===== src/rtl/wb_arbiter_if.sv =====
// Writeback arbiter bus: ALU result stream, load-return stream and register file write port.
// Forwarding signals exist only when WB_BYPASS_EN is defined.
interface wb_arbiter_if #(
  parameter int DEPTH = 4
);
  logic                     alu_valid;
  logic [4:0]               alu_rd;
  logic [31:0]              alu_data;
  logic                     stall;
  logic                     ld_valid;
  logic                     ld_ready;
  logic [4:0]               ld_rd;
  logic [2:0]               ld_funct3;
  logic [1:0]               ld_offset;
  logic [31:0]              ld_word;
  logic                     reg_we;
  logic [4:0]               rd;
  logic [31:0]              rd_value;
  logic [$clog2(DEPTH):0]   fifo_count;
`ifdef WB_BYPASS_EN
  logic [4:0]               ra;
  logic [4:0]               rb;
  logic                     fwd_a_hit;
  logic                     fwd_b_hit;
  logic [31:0]              fwd_value;
`endif

  // Arbiter side
  modport slave (
    input  alu_valid, alu_rd, alu_data, ld_valid, ld_rd, ld_funct3, ld_offset, ld_word,
`ifdef WB_BYPASS_EN
    input  ra, rb,
    output fwd_a_hit, fwd_b_hit, fwd_value,
`endif
    output stall, ld_ready, reg_we, rd, rd_value, fifo_count
  );

  // Producer / register file side
  modport master (
    output alu_valid, alu_rd, alu_data, ld_valid, ld_rd, ld_funct3, ld_offset, ld_word,
`ifdef WB_BYPASS_EN
    output ra, rb,
    input  fwd_a_hit, fwd_b_hit, fwd_value,
`endif
    input  stall, ld_ready, reg_we, rd, rd_value, fifo_count
  );
endinterface


===== src/rtl/wb_arbiter.sv =====
// Writeback arbiter: merges ALU results with FIFO-buffered load returns onto the regfile write port.
// Optional decode forwarding outputs are enabled with `define WB_BYPASS_EN.
module wb_arbiter #(
  parameter int DEPTH      = 4,
  parameter int STARVE_MAX = 8
) (
  input  logic           clk,
  input  logic           rst,
  wb_arbiter_if.slave    bus
);
  localparam int AW = $clog2(DEPTH);
  localparam int CW = AW + 1;
  localparam int SW = $clog2(STARVE_MAX + 1);

  typedef struct packed {
    logic [4:0]  rd;
    logic [2:0]  funct3;
    logic [1:0]  offset;
    logic [31:0] word;
  } ld_ent_t;

  ld_ent_t        mem [DEPTH];
  ld_ent_t        head;
  logic [AW-1:0]  wr_ptr, rd_ptr;
  logic [CW-1:0]  count;
  logic [SW-1:0]  starve;
  logic           empty, push, pop, alu_win;
  logic           reg_we;
  logic [4:0]     rd;
  logic [31:0]    rd_value;

  function automatic logic [31:0] fmt(input ld_ent_t e);
    logic [7:0]  b;
    logic [15:0] h;
    b = e.word[{e.offset, 3'b000} +: 8];
    h = e.offset[1] ? e.word[31:16] : e.word[15:0];
    case (e.funct3)
      3'b000:  fmt = {{24{b[7]}}, b};
      3'b100:  fmt = {24'h0, b};
      3'b001:  fmt = {{16{h[15]}}, h};
      3'b101:  fmt = {16'h0, h};
      default: fmt = e.word;
    endcase
  endfunction

  assign empty        = (count == '0);
  assign head         = mem[rd_ptr];
  assign bus.ld_ready = !rst && (count < CW'(DEPTH));
  assign bus.stall    = !rst && !empty && (starve == SW'(STARVE_MAX));
  // rd==0 loads are consumed by the handshake but never stored
  assign push         = bus.ld_valid && bus.ld_ready && (bus.ld_rd != 5'd0);

  always_comb begin
    pop     = 1'b0;
    alu_win = 1'b0;
    if (bus.stall && !empty)                       pop     = 1'b1;
    else if (bus.alu_valid && bus.alu_rd != 5'd0)  alu_win = 1'b1;
    else if (!empty)                               pop     = 1'b1;
  end

  always_ff @(posedge clk) begin
    if (push) mem[wr_ptr] <= '{rd: bus.ld_rd, funct3: bus.ld_funct3,
                               offset: bus.ld_offset, word: bus.ld_word};
  end

  always_ff @(posedge clk) begin
    if (rst) begin
      wr_ptr   <= '0;
      rd_ptr   <= '0;
      count    <= '0;
      starve   <= '0;
      reg_we   <= 1'b0;
      rd       <= '0;
      rd_value <= '0;
    end else begin
      if (push) wr_ptr <= wr_ptr + 1'b1;
      if (pop)  rd_ptr <= rd_ptr + 1'b1;
      count <= count + CW'(push) - CW'(pop);
      if (pop || empty)                   starve <= '0;
      else if (starve != SW'(STARVE_MAX)) starve <= starve + 1'b1;
      reg_we <= pop || alu_win;
      if (pop) begin
        rd       <= head.rd;
        rd_value <= fmt(head);
      end else if (alu_win) begin
        rd       <= bus.alu_rd;
        rd_value <= bus.alu_data;
      end
    end
  end

  assign bus.reg_we     = reg_we;
  assign bus.rd         = rd;
  assign bus.rd_value   = rd_value;
  assign bus.fifo_count = count;

`ifdef WB_BYPASS_EN
  assign bus.fwd_a_hit = reg_we && (rd == bus.ra) && (bus.ra != 5'd0);
  assign bus.fwd_b_hit = reg_we && (rd == bus.rb) && (bus.rb != 5'd0);
  assign bus.fwd_value = rd_value;
`endif
endmodule


===== src/flat_wrapper.sv =====
// flat-port wrapper written by rule: the top's interface ports become plain ports
module wb_arbiter_flat 
#(
  parameter int DEPTH      = 4,
  parameter int STARVE_MAX = 8
)
  (clk, rst, bus_alu_valid, bus_alu_rd, bus_alu_data, bus_ld_valid, bus_ld_rd, bus_ld_funct3, bus_ld_offset, bus_ld_word, bus_stall, bus_ld_ready, bus_reg_we, bus_rd, bus_rd_value, bus_fifo_count);
  wb_arbiter_if #(.DEPTH(DEPTH)) bus_i ();
  input  logic clk;
  input  logic rst;
  input wire logic [$bits(bus_i.alu_valid)-1:0] bus_alu_valid;
  input wire logic [$bits(bus_i.alu_rd)-1:0] bus_alu_rd;
  input wire logic [$bits(bus_i.alu_data)-1:0] bus_alu_data;
  input wire logic [$bits(bus_i.ld_valid)-1:0] bus_ld_valid;
  input wire logic [$bits(bus_i.ld_rd)-1:0] bus_ld_rd;
  input wire logic [$bits(bus_i.ld_funct3)-1:0] bus_ld_funct3;
  input wire logic [$bits(bus_i.ld_offset)-1:0] bus_ld_offset;
  input wire logic [$bits(bus_i.ld_word)-1:0] bus_ld_word;
  output wire logic [$bits(bus_i.stall)-1:0] bus_stall;
  output wire logic [$bits(bus_i.ld_ready)-1:0] bus_ld_ready;
  output wire logic [$bits(bus_i.reg_we)-1:0] bus_reg_we;
  output wire logic [$bits(bus_i.rd)-1:0] bus_rd;
  output wire logic [$bits(bus_i.rd_value)-1:0] bus_rd_value;
  output wire logic [$bits(bus_i.fifo_count)-1:0] bus_fifo_count;
  assign bus_i.alu_valid = bus_alu_valid;
  assign bus_i.alu_rd = bus_alu_rd;
  assign bus_i.alu_data = bus_alu_data;
  assign bus_i.ld_valid = bus_ld_valid;
  assign bus_i.ld_rd = bus_ld_rd;
  assign bus_i.ld_funct3 = bus_ld_funct3;
  assign bus_i.ld_offset = bus_ld_offset;
  assign bus_i.ld_word = bus_ld_word;
  assign bus_stall = bus_i.stall;
  assign bus_ld_ready = bus_i.ld_ready;
  assign bus_reg_we = bus_i.reg_we;
  assign bus_rd = bus_i.rd;
  assign bus_rd_value = bus_i.rd_value;
  assign bus_fifo_count = bus_i.fifo_count;
  wb_arbiter #(.DEPTH(DEPTH), .STARVE_MAX(STARVE_MAX)) u_core (.clk(clk), .rst(rst), .bus(bus_i));
endmodule

===== config.mk =====
export PLATFORM = sky130hd
export DESIGN_NAME = wb_arbiter_flat
export DESIGN_NICKNAME = d
export VERILOG_FILES = /design/src/rtl/wb_arbiter_if.sv /design/src/rtl/wb_arbiter.sv /design/src/flat_wrapper.sv
export SDC_FILE = /design/constraint.sdc
export NUM_CORES = 1
export LEC_CHECK = 0
export BUFFER_PORTS_ARGS = -buffer_cell sky130_fd_sc_hd__buf_4
export CORE_MARGIN = 2
export CORE_UTILIZATION = 45
export CTS_CLUSTER_DIAMETER = 30
export DETAILED_ROUTE_END_ITERATION = 6
export MAX_ROUTING_LAYER = met4
export SYNTH_ARGS = -nofsm -noshare
export SYNTH_HDL_FRONTEND = slang
export SYNTH_SLANG_ARGS = --single-unit

===== constraint.sdc =====
create_clock -name clk -period 3.63 [get_ports clk]
set_input_delay 0.1815 -clock clk [delete_from_list [all_inputs] [get_ports clk]]
set_output_delay 0.1815 -clock clk [all_outputs]
set_load 0.005 [all_outputs]

Word-level counts from Yosys, hierarchy flattened
Memory sizes are Yosys's and may differ from the RTL's. A register that Yosys moved wholly into a read port is not among the register bits.
Index checks and enable logic that the tools add are counted.
- bits of input ports: 83
- output and inout port bits: 43
- memory bits (writable): 168
- bits in registers: 49
- memories kept: 1
- memories (name ; words ; width ; read ports ; clocked after memory_dff ; write ports ; line ; RTL):
    u_core.mem ; 4 ; 42 ; 1 ; 1 ; 1 ; wb_arbiter.sv:22 ; ld_ent_t mem [DEPTH];
- reduce and logical (&&, ||, !) cells: 17
- magnitude comparators: 1
- shifts and indexed selects: 1
- eq/ne operators: 5
- multiplexer cells: 15
- add/subtract/negate cells: 5
- operators with widths (kind ; number):
    32-bit one-hot mux with 4 select lines ; 1
    32-bit 2-to-1 mux ; 2
    32-bit by 6-bit variable part select with 8-bit output ; 1
    16-bit 2-to-1 mux ; 1
    5-bit 2-to-1 mux ; 2
    5-bit nonzero test ; 2
    1-bit logical AND ; 7
    1-bit 2-to-1 mux ; 7
    3-bit equality test, second input constant ; 2
    3-bit logical NOT ; 2
    2-bit by 1-bit adder with 2-bit output, second input constant ; 2
    4-bit by 1-bit adder with 4-bit output, second input constant ; 1
    4-bit equality test, second input constant ; 1
    2-bit 2-to-1 mux ; 2
    4-bit inequality test, second input constant ; 1
    3-bit by 1-bit adder with 3-bit output ; 1
    3-bit by 1-bit equality test with 1-bit output, second input constant ; 1
    3-bit < comparator, second input constant ; 1
    3-bit by 1-bit subtractor with 3-bit output ; 1
    1-bit logical NOT ; 2
    1-bit logical OR ; 2
    2-bit nonzero test ; 1
    2-bit OR reduction ; 1

Depth between registers and ports, before layout
Gate-level depths: netlist of the first run.
- word-level depth: 8
- gate-level depth with buffers: 14
- gate-level depth less buffers: 13

Least setup slack after synthesis of the first run
No wires, ideal clock.
- path type: flip-flop to flip-flop
- start point: reg u_core.starve[0]
- end point: reg u_core.count[2], in the netlist u_core.bus.fifo_count[2]
- cell stages (with the launch flop): 15
- slack: 840 ps
- setup time: 127 ps
- arrival: 2663 ps
- cell sequence: dfxtp_1 > inv_1 > ha_1 > nand3b_1 > o221ai_4 > nand2_2 > inv_2 > buf_2 > ha_1 > inv_1 > ha_1 > fa_1 > xnor2_1 > xnor2_1 > nor2_1
- word-level cells in the longest chain between the ends: 5
- RTL lines (item ; line ; RTL):
    from (decl) ; wb_arbiter.sv:26 ; logic [SW-1:0] starve;
    from (signal assigned) ; wb_arbiter.sv:80 ; else if (starve != SW'(STARVE_MAX)) starve <= starve + 1'b1;
    4-bit equality test ; wb_arbiter.sv:49 ; assign bus.stall = !rst && !empty && (starve == SW'(STARVE_MAX));
    1-bit logical AND ; wb_arbiter.sv:49 ;
    1-bit logical AND ; wb_arbiter.sv:56 ; if (bus.stall && !empty) pop = 1'b1;
    1-bit 2-to-1 mux ; wb_arbiter.sv:56 ;
    3-bit by 1-bit subtractor with 3-bit output ; wb_arbiter.sv:78 ; count <= count + CW'(push) - CW'(pop);
    to (signal assigned) ; wb_arbiter.sv:78 ;
    to (decl) ; wb_arbiter.sv:25 ; logic [CW-1:0] count;
No other way between the ends.
A chain may end at the register's enable or synchronous reset.

Worst setup path after layout of the first run
Same ends and word-level chain as after synthesis.

==> results of run 1 <==
-- state kept, by name, summed over array words and instances (netlist names), named ones only --
signal and cells:
u_core.bus.rd 5, u_core.wr_ptr 2, u_core.bus.fifo_count 3, u_core.bus.rd_value 32, u_core.starve 4, u_core.mem 168, u_core.rd_ptr 2, u_core.bus.reg_we 1
-- layer usage --
metal	wire length, um	share of wire [%]	vias up
li1	-	-	2770
met1	9780	43	3061
met2	11200	50	193
met3	1350	5.9	26
met4	289	1.3	0
met5	0	0	-
-- final cells by class --
| cell class | instances | area, um^2 |
|---|---|---|
| Timing Repair Buffer | 210 | 1780 |
| Clock inverter | 37 | 463 |
| Inverter | 17 | 63.8 |
| Sequential cell | 219 | 6070 |
| Clock buffer | 53 | 1240 |
| Tap cell | 270 | 338 |
| Multi-Input combinational cell | 313 | 2820 |
| Fill cell | 1458 | 7330 |
-- Yosys cell counts, drive strengths merged (2+ instances only) --
cell     count  share of area (%)
edfxtp     168                 55
nand2       63                2.6
dfxtp       51                 11
o21ai       47                2.6
mux4        42                 11
clkbuf      20               0.85
buf         19                1.3
inv         17               0.70
nand4       16                1.1
nor4b       16                2.2
o211ai      16                1.3
nor2        14               0.58
mux2        13                1.6
a2bb2oi      8               0.77
a32oi        8               0.77
ha           8                1.1
a22o         7               0.67
o211a        7               0.77
nor2b        5               0.34
xnor2        5               0.48
a21oi        4               0.22
and2         4               0.27
mux2i        3               0.33
nand2b       3               0.21
nand3        3               0.16
or3          3               0.21
xor2         3               0.29
nor3         2               0.11
or2          2               0.14
-- power groups by stage --
stage	sequential, mW	combinational (mW)	clock [mW]
finish	3.18	2.46	4.50
global placement	3.22	2.36	0
CTS	3.19	2.46	4.54
floorplan	3.16	1.62	0
detailed placement	3.23	2.40	0
global route	3.21	2.66	4.69
-- worst max-delay path, cell delays in order, from the launching register on --
cell      delay [ps]
dfxtp_1          390
inv_1             60
ha_1             190
nand3b_1         260
o221ai_4         150
buf_4            230
nand2_2          100
inv_2             50
ha_1             260
inv_1             40
ha_1             200
fa_1             390
xnor2_1          200
xnor2_1          140
nor2_1            50
-- worst paths after layout --
path / slack, ps / endpoint / startpoint / depth (start not counted)
max: 790 / u_core.bus.fifo_count[2] / u_core.starve[0] / 14
min: 10 / u_core.bus.rd_value[9] / bus_alu_data[9] / 3
max reg2reg: 790 / u_core.bus.fifo_count[2] / u_core.starve[0] / 14
min reg2reg: 450 / u_core.bus.rd_value[27] / u_core.bus.rd_value[27] / 2
-- kinds of logic after synthesis --
| kind of cell | share of synthesized area (%) |
|---|---|
| flip-flops | 66.4 |
| AND/OR/NAND/NOR | 8.36 |
| AO/OA/AOI/OAI | 7.80 |
| multiplexers | 12.5 |
| buffers and inverters | 2.89 |
| adder cells (fa/ha/maj) | 1.32 |
| XOR/XNOR | 0.767 |
==> impl_metrics.ini, run 1 <==
[sta]
fin_crit_ps = 2840
finClkSkew_ps = 14.0
setup_slack_ps = 790
worst_pin_slew_ps = 1090
fin_hold_ws_ps = 14.0
period_share_pct = 78.2
max_freq_mhz = 352
slew_headroom_pct = 27.4
rsz0062_at_grt = no
slew_violations = 0
setup_viol = 0
setup_tns_ps = 0
hold_violations = 0

[clock_network]
postCtsSetupBuffers = 0
cts_hold_buf = 70
clockBufferDepth = 3
ctsResizeCount = 0
clock_sinks = 219
h-tree-depth = 2
cts_tree = done
path_clk_slew_ps = 50
cts_root_buf = clkbuf_16
cts_buffers = 48
clkLatencyLatePin_ps = 530

[pwr]
p_leak_nw = 4.69
seq_power_share_pct = 31.4
p_int_mw = 7.31
ir_drop_mv = 0.439
pwr_density_cell_nw_per_um2 = 794
pwr-share-clk_pct = 44.3
swShare_pct = 27.9
total_power_mw = 10.1
p_comb_share_pct = 24.3
p_switching_mw = 2.83

[placed_design]
dpl.hpwl_um = 14300
place_inst = 959
place_ws_ps = 793
placed_area_um2 = 10400
port_buffers = 125
routabilityCongestion = 0.781

[floorplanning]
ios = 126
core_um2 = 20100
rows = 52
dieArea_um2 = 21500
initial_core_util_pct = 45.4
die_y_um = 146
die_x_um = 146

[synthesis]
seq_area_frac_synth_pct = 66.4
synth_cell_types = 51
yosys_warnings = 0
synth_edf_count = 168
synthesis.nets = 680
synthFlopType = edfxtp_1
syn-instance-count = 588
synth.avg_cell_area_um2 = 15.5
synth_area_um2 = 9130
synth.ff_latch_count = 219
async_reset_ff_share_pct = 0

[run]
maxCapViolCount = 0

[layout]
fin_cells = 1119
final_common_cell = edfxtp_1
layout-drive-gt1-share_pct = 34.3
nNetsFinal = 901
finish.utilization_pct = 63.5
final_area_um2 = 12800
final_cell_mix = edfxtp_1, buf_4, dlygate4sd3_1
syn_to_final_growth_pct = 39.8
antenna_cells = 0

[detailed_routing]
vias_per_cell = 5.41
first_pass_iters = 5
drtAntennaViolNets = 0
drc = 0
wl_per_cell_um = 20.2
wirelength_um = 22600
vias = 6050
drt-initial-drc-count = 394

[critical_path]
startpoint_type = register
path_class = register to register
worstPathArrival_ps = 3250
worstPathRequired_ps = 4040
end_kind = register
cp_max_fo = 19

[status]
status = finished, final reports clean

[global_route]
grt_pass1_wl_um = 35400
use_met3_pct = 3.84
grt_overflow = 0
grt_max_degree = 46
gr-max-usage-layer = met2
antenna_found_initial = 0
use_met2_pct = 36.7
grt_pass1_vias = 6308
grt_usage_pct = 22.3
use_met1_pct = 28.8

[hold_path]
hold_path_class = input port to register
No activity file was read; power rests on OpenSTA's default activity.
==> run 2, diff against run 1 <==
--- a/config.mk
+++ b/config.mk
@@ -11,6 +11,7 @@
 export CTS_CLUSTER_DIAMETER = 30
 export DETAILED_ROUTE_END_ITERATION = 6
 export MAX_ROUTING_LAYER = met4
+export PLACE_DENSITY = 0.67
 export SYNTH_ARGS = -nofsm -noshare
 export SYNTH_HDL_FRONTEND = slang
 export SYNTH_SLANG_ARGS = --single-unit
==> constraint.sdc (replaced) <==
create_clock -name clk -period 2.35 [get_ports clk]
set_input_delay 0.1175 -clock clk [delete_from_list [all_inputs] [get_ports clk]]
set_output_delay 0.1175 -clock clk [all_outputs]
set_load 0.005 [all_outputs]
==> run 2 against run 1 <==
Net effect: sequential share of layout area down 0.30 points; critical path depth is 1 lower; count of clock-buffer cells in the layout down 10; register-to-register slack got worse by 700 ps; combinational power up 74%; critical endpoint unchanged; global-route usage is 0.30 points lower; clock power grew 27%; critical path type unchanged; largest power group unchanged.
==> impl_metrics.ini, run 2 (synthesized netlist as in run 1, its figures left out) <==
[detailed_routing]
drt-initial-drc-count = 381
wl_per_cell_um = 20.1
first_pass_iters = 5
vias = 6086
drc = 0
drtAntennaViolNets = 0
wirelength_um = 22800
vias_per_cell = 5.37

[critical_path]
crit_family = adder cells
worstPathRequired_ps = 2740
end_kind = register
cp_common_cell = ha_4
slowest_delay_ps = 370
cp_slowest_cell = dfxtp_2
cp_num_buf_inv = 3
startpoint_type = register
path_class = register to register
worstPathArrival_ps = 2650
cp_cell_sequence = inv_2 > ha_4 > nand3b_1 > o221ai_4 > nand2_4 > clkinv_4 > ha_4 > inv_2 > ha_4 > fa_2 > xnor2_2 > xnor2_1 > nor2_1
cp_max_fo = 4

[clock_network]
clkLatencyLatePin_ps = 510
clock_sinks = 219
cts_buffers = 40
h-tree-depth = 2
clockBufferDepth = 3
path_clk_slew_ps = 50
cts_tree = done
cts_root_buf = clkbuf_16

[run]
maxCapViolCount = 0

[placed_design]
port_buffers = 125
routabilityCongestion = 0.796
dpl.hpwl_um = 14600
place_ws_ps = 9.00

[pwr]
swShare_pct = 29.4
p_switching_mw = 4.36
p_leak_nw = 4.74
ir_drop_mv = 0.657
pwr_density_cell_nw_per_um2 = 1150
p_int_mw = 10.5
pwr-share-clk_pct = 38.4
seq_power_share_pct = 32.7
p_comb_share_pct = 28.9

[global_route]
grt_pass1_wl_um = 35300
grt_max_degree = 46
antenna_found_initial = 0
grt_pass1_vias = 6373
grt_usage_pct = 22.0
grt_overflow = 0

[layout]
syn_to_final_growth_pct = 40.8
layout-drive-gt1-share_pct = 37.2
regMostFlops = u_core.mem
nNetsFinal = 924
largest_reg_flops = 168
final_cell_mix = edfxtp_1, buf_4, dlygate4sd3_1
antenna_cells = 0
final_common_cell = edfxtp_1
largestRegisters = u_core.mem: 168 flops, u_core.bus.rd_value: 32 flops, u_core.bus.rd: 5 flops

[floorplanning]
rows = 52
die_y_um = 146
dieArea_um2 = 21500
initial_core_util_pct = 45.4
ios = 126
die_x_um = 146
core_um2 = 20100

[sta]
period_share_pct = 96.1
setup_viol = 0
setup_tns_ps = 0
worst_pin_slew_ps = 810
hold_violations = 0
setup_slack_ps = 92.6
max_freq_mhz = 443
slew_headroom_pct = 46.0
fin_crit_ps = 2260
rsz0062_at_grt = no
finClkSkew_ps = 15.8
slew_violations = 0
fin_hold_ws_ps = 19.9

[hold_path]
hold_path_class = input port to register

[status]
status = finished, final reports clean
[run 2: changes by cell type in the layout (fill, tap and decap cells not counted), sizes merged]
cell and delta:
buf +24, bufinv -5, clkbuf -10, clkinv -2, clkinvlp -2, dlygate4sd3 +6, dlymetal6s4s +1, inv +2
[run 2: stage by stage]
stage               std cells  total power, mW  util [%]  instance area (um^2)
floorplan                 588             7.46         -                  9200
global placement          979             8.90      53.0                 10700
detailed placement        979             8.99      53.0                 10700
CTS                      1129             14.8      63.6                 12800
global route             1133             15.5      64.0                 12900
finish                   1133             14.8      64.0                 12900
[run 2: what timing repair did]
action	4_1_cts	5_1_grt
setup buffers	0	4
resized for setup	0	11
setup endpoints to repair	0	24
endpoints found under the hold margin	211	0
hold buffers	77	0
[run 2: layer usage]
metal | part of all wire, % | track usage (%)
met5 | 0 | -
met4 | 2.1 | 6.60
met1 | 40 | 27.4
met2 | 52 | 37.0
met3 | 5.7 | 4.00
[run 2: cell type report]
class / instances / area, um^2
timing repair buffer: 241 / 2140
fill: 1455 / 7250
clock inverter: 30 / 319
tap: 270 / 338
clock buffer: 43 / 1030
sequential: 219 / 6070
inverter: 17 / 68.8
multi-input combinational: 313 / 2890
[run 2: path summary, 6_finish.rpt]
check,from,end,slack (ps),cells after the start
worst max-delay path,u_core.starve[0],u_core.bus.fifo_count[2],90,13
worst max register to register,u_core.starve[0],u_core.bus.fifo_count[2],90,13
worst min register to register,u_core.bus.rd_value[30],u_core.bus.rd_value[30],450,2
worst min-delay path,bus_alu_data[10],u_core.bus.rd_value[10],20,3
[run 2: power groups by stage]
stage	registers [mW]	logic, mW	clock network (mW)
CTS	4.85	4.20	5.78
detailed placement	4.92	4.07	0
global route	4.89	4.62	5.95
floorplan	4.88	2.58	0
global placement	4.90	4.00	0
finish	4.86	4.29	5.70
[run 2: tightest hold or removal path: stages]
cell       delay (ps)
buf_4              80
o21ai_0           100
a2bb2oi_1         180
==> run 3, diff against run 2 <==
--- a/config.mk
+++ b/config.mk
@@ -11,7 +11,7 @@
 export CTS_CLUSTER_DIAMETER = 30
 export DETAILED_ROUTE_END_ITERATION = 6
 export MAX_ROUTING_LAYER = met4
-export PLACE_DENSITY = 0.67
+export PLACE_DENSITY_LB_ADDON = 0.05
 export SYNTH_ARGS = -nofsm -noshare
 export SYNTH_HDL_FRONTEND = slang
 export SYNTH_SLANG_ARGS = --single-unit
==> constraint.sdc (replaced) <==
create_clock -name clk -period 2.8 [get_ports clk]
set_input_delay 0.14 -clock clk [delete_from_list [all_inputs] [get_ports clk]]
set_output_delay 0.14 -clock clk [all_outputs]
set_load 0.005 [all_outputs]
==> run 3 against run 2 <==
Net effect: clock power down 8.8%; flip-flop and latch count stayed put; via count is 0.44% lower; clock skew shrank 1.8 ps; register-to-register slack improved by 190 ps; final cell count shrank 1.5%; global-route usage grew 0.82 points; fmax fell by 10%; cell area is 1.6% lower; count of clock-buffer cells in the layout up 10; power fell by 15%; critical endpoint is now u_core.bus.rd_value[0].
==> impl_metrics.ini, run 3 (synthesized netlist as in run 1, its figures left out) <==
[status]
status = finished, final reports clean

[floorplanning]
ios = 126
die_x_um = 146
rows = 52
initial_core_util_pct = 45.4
die_y_um = 146
dieArea_um2 = 21500
core_um2 = 20100

[pwr]
pwr-share-clk_pct = 41.2
p_comb_share_pct = 26.2
p_switching_mw = 3.66
ir_drop_mv = 0.575
swShare_pct = 29.0
p_leak_nw = 4.64
pwr_density_cell_nw_per_um2 = 999
total_power_mw = 12.6
seq_power_share_pct = 32.7
p_int_mw = 8.97

[layout]
fillers = 1463
final_cell_mix = edfxtp_1, buf_4, dlygate4sd3_1
final_common_cell = edfxtp_1
syn_to_final_growth_pct = 38.5
multiInputGateArea_um2 = 2820
final_area_um2 = 12600
ff_latch_area_um2 = 6070
layout-drive-gt1-share_pct = 34.3
largest_reg_flops = 168
antenna_cells = 0
largestRegisters = u_core.mem: 168 flops, u_core.bus.rd_value: 32 flops, u_core.bus.rd: 5 flops
nNetsFinal = 902
regMostFlops = u_core.mem
finish.utilization_pct = 62.9
fin_cells = 1116

[clock_network]
clockBufferDepth = 3
h-tree-depth = 2
cts_root_buf = clkbuf_16
cts_tree = done
clock_sinks = 219
postCtsSetupBuffers = 0
path_clk_slew_ps = 50
clkLatencyLatePin_ps = 520
cts_buffers = 44
ctsResizeCount = 0
cts_hold_buf = 71

[global_route]
grt_usage_pct = 22.8
grt_pass1_wl_um = 36000
grt_max_degree = 46
antenna_found_initial = 0
grt_overflow = 0
grt_pass1_vias = 6279

[detailed_routing]
first_pass_iters = 4
wl_per_cell_um = 21.0
drc = 0
wirelength_um = 23400
vias = 6059
drtAntennaViolNets = 0
drt-initial-drc-count = 347
vias_per_cell = 5.43

[sta]
setup_viol = 0
hold_violations = 0
worst_pin_slew_ps = 1100
fin_crit_ps = 2510
fin_hold_ws_ps = 7.26
setup_tns_ps = 0
max_freq_mhz = 398
finClkSkew_ps = 14.0
slew_headroom_pct = 26.5
period_share_pct = 89.7
setup_slack_ps = 287
rsz0062_at_grt = no
slew_violations = 0

[placed_design]
place_ws_ps = 282
placed_area_um2 = 10400
routabilityCongestion = 0.842
port_buffers = 125
dpl.hpwl_um = 15000
place_inst = 963

[critical_path]
reg2reg_setup_slack_ps = 290
path_class = register to register
startpoint_type = register
end_kind = register
cp_max_fo = 34
worstPathArrival_ps = 2910
worstPathRequired_ps = 3200

[hold_path]
hold_path_class = input port to register

[run]
maxCapViolCount = 0
## run 3: cell count changes in the layout (fill, tap and decap cells not counted), sizes merged, moves of 3 or more
cell         change
buf             -20
clkbuf          +10
dlygate4sd3      -5
clkinv           -3
## run 3: final cells by class
| class | count | share of cell area (%) |
|---|---|---|
| clock buffers | 53 | 9.22 |
| clock inverters | 29 | 2.69 |
| inverters | 17 | 0.504 |
| multi-input cells | 313 | 22.3 |
| flip-flops and latches | 219 | 48.0 |
| well taps | 270 | 2.67 |
| repair buffers | 215 | 14.7 |
## run 3: critical path, cell delays in order (launching register included)
cell     delay (ps)
dfxtp_2         530
buf_12          320
mux4_1          700
mux2_2          330
a32oi_1         210
o211a_1         200
o21ai_1          50
## run 3: per-layer routing
layer	GRT usage (%)	vias to the layer above	share of wire, %	wire length (um)
met5	-	-	0	0
met4	7.72	0	2.5	583
met3	4.19	46	6.0	1390
met2	35.9	244	49	11400
met1	30.2	3001	43	10000
li1	-	2768	-	-
## run 3: path summary, 6_finish.rpt
check | cells after the start | start | endpoint
max | 6 | register | u_core.bus.rd_value[0]
min | 3 | bus_alu_rd[2] | u_core.bus.rd[2]
max reg2reg | 6 | register | u_core.bus.rd_value[0]
min reg2reg | 2 | u_core.bus.rd_value[0] | u_core.bus.rd_value[0]
## run 3: power by group through the flow
stage / clock network (mW) / registers, mW / logic (mW)
3_5_place_dp: 0 / 4.19 / 3.23
2_1_floorplan: 0 / 4.10 / 2.09
6_report: 5.20 / 4.13 / 3.30
4_1_cts: 5.27 / 4.13 / 3.33
3_3_place_gp: 0 / 4.18 / 3.18
5_1_grt: 5.45 / 4.17 / 3.57
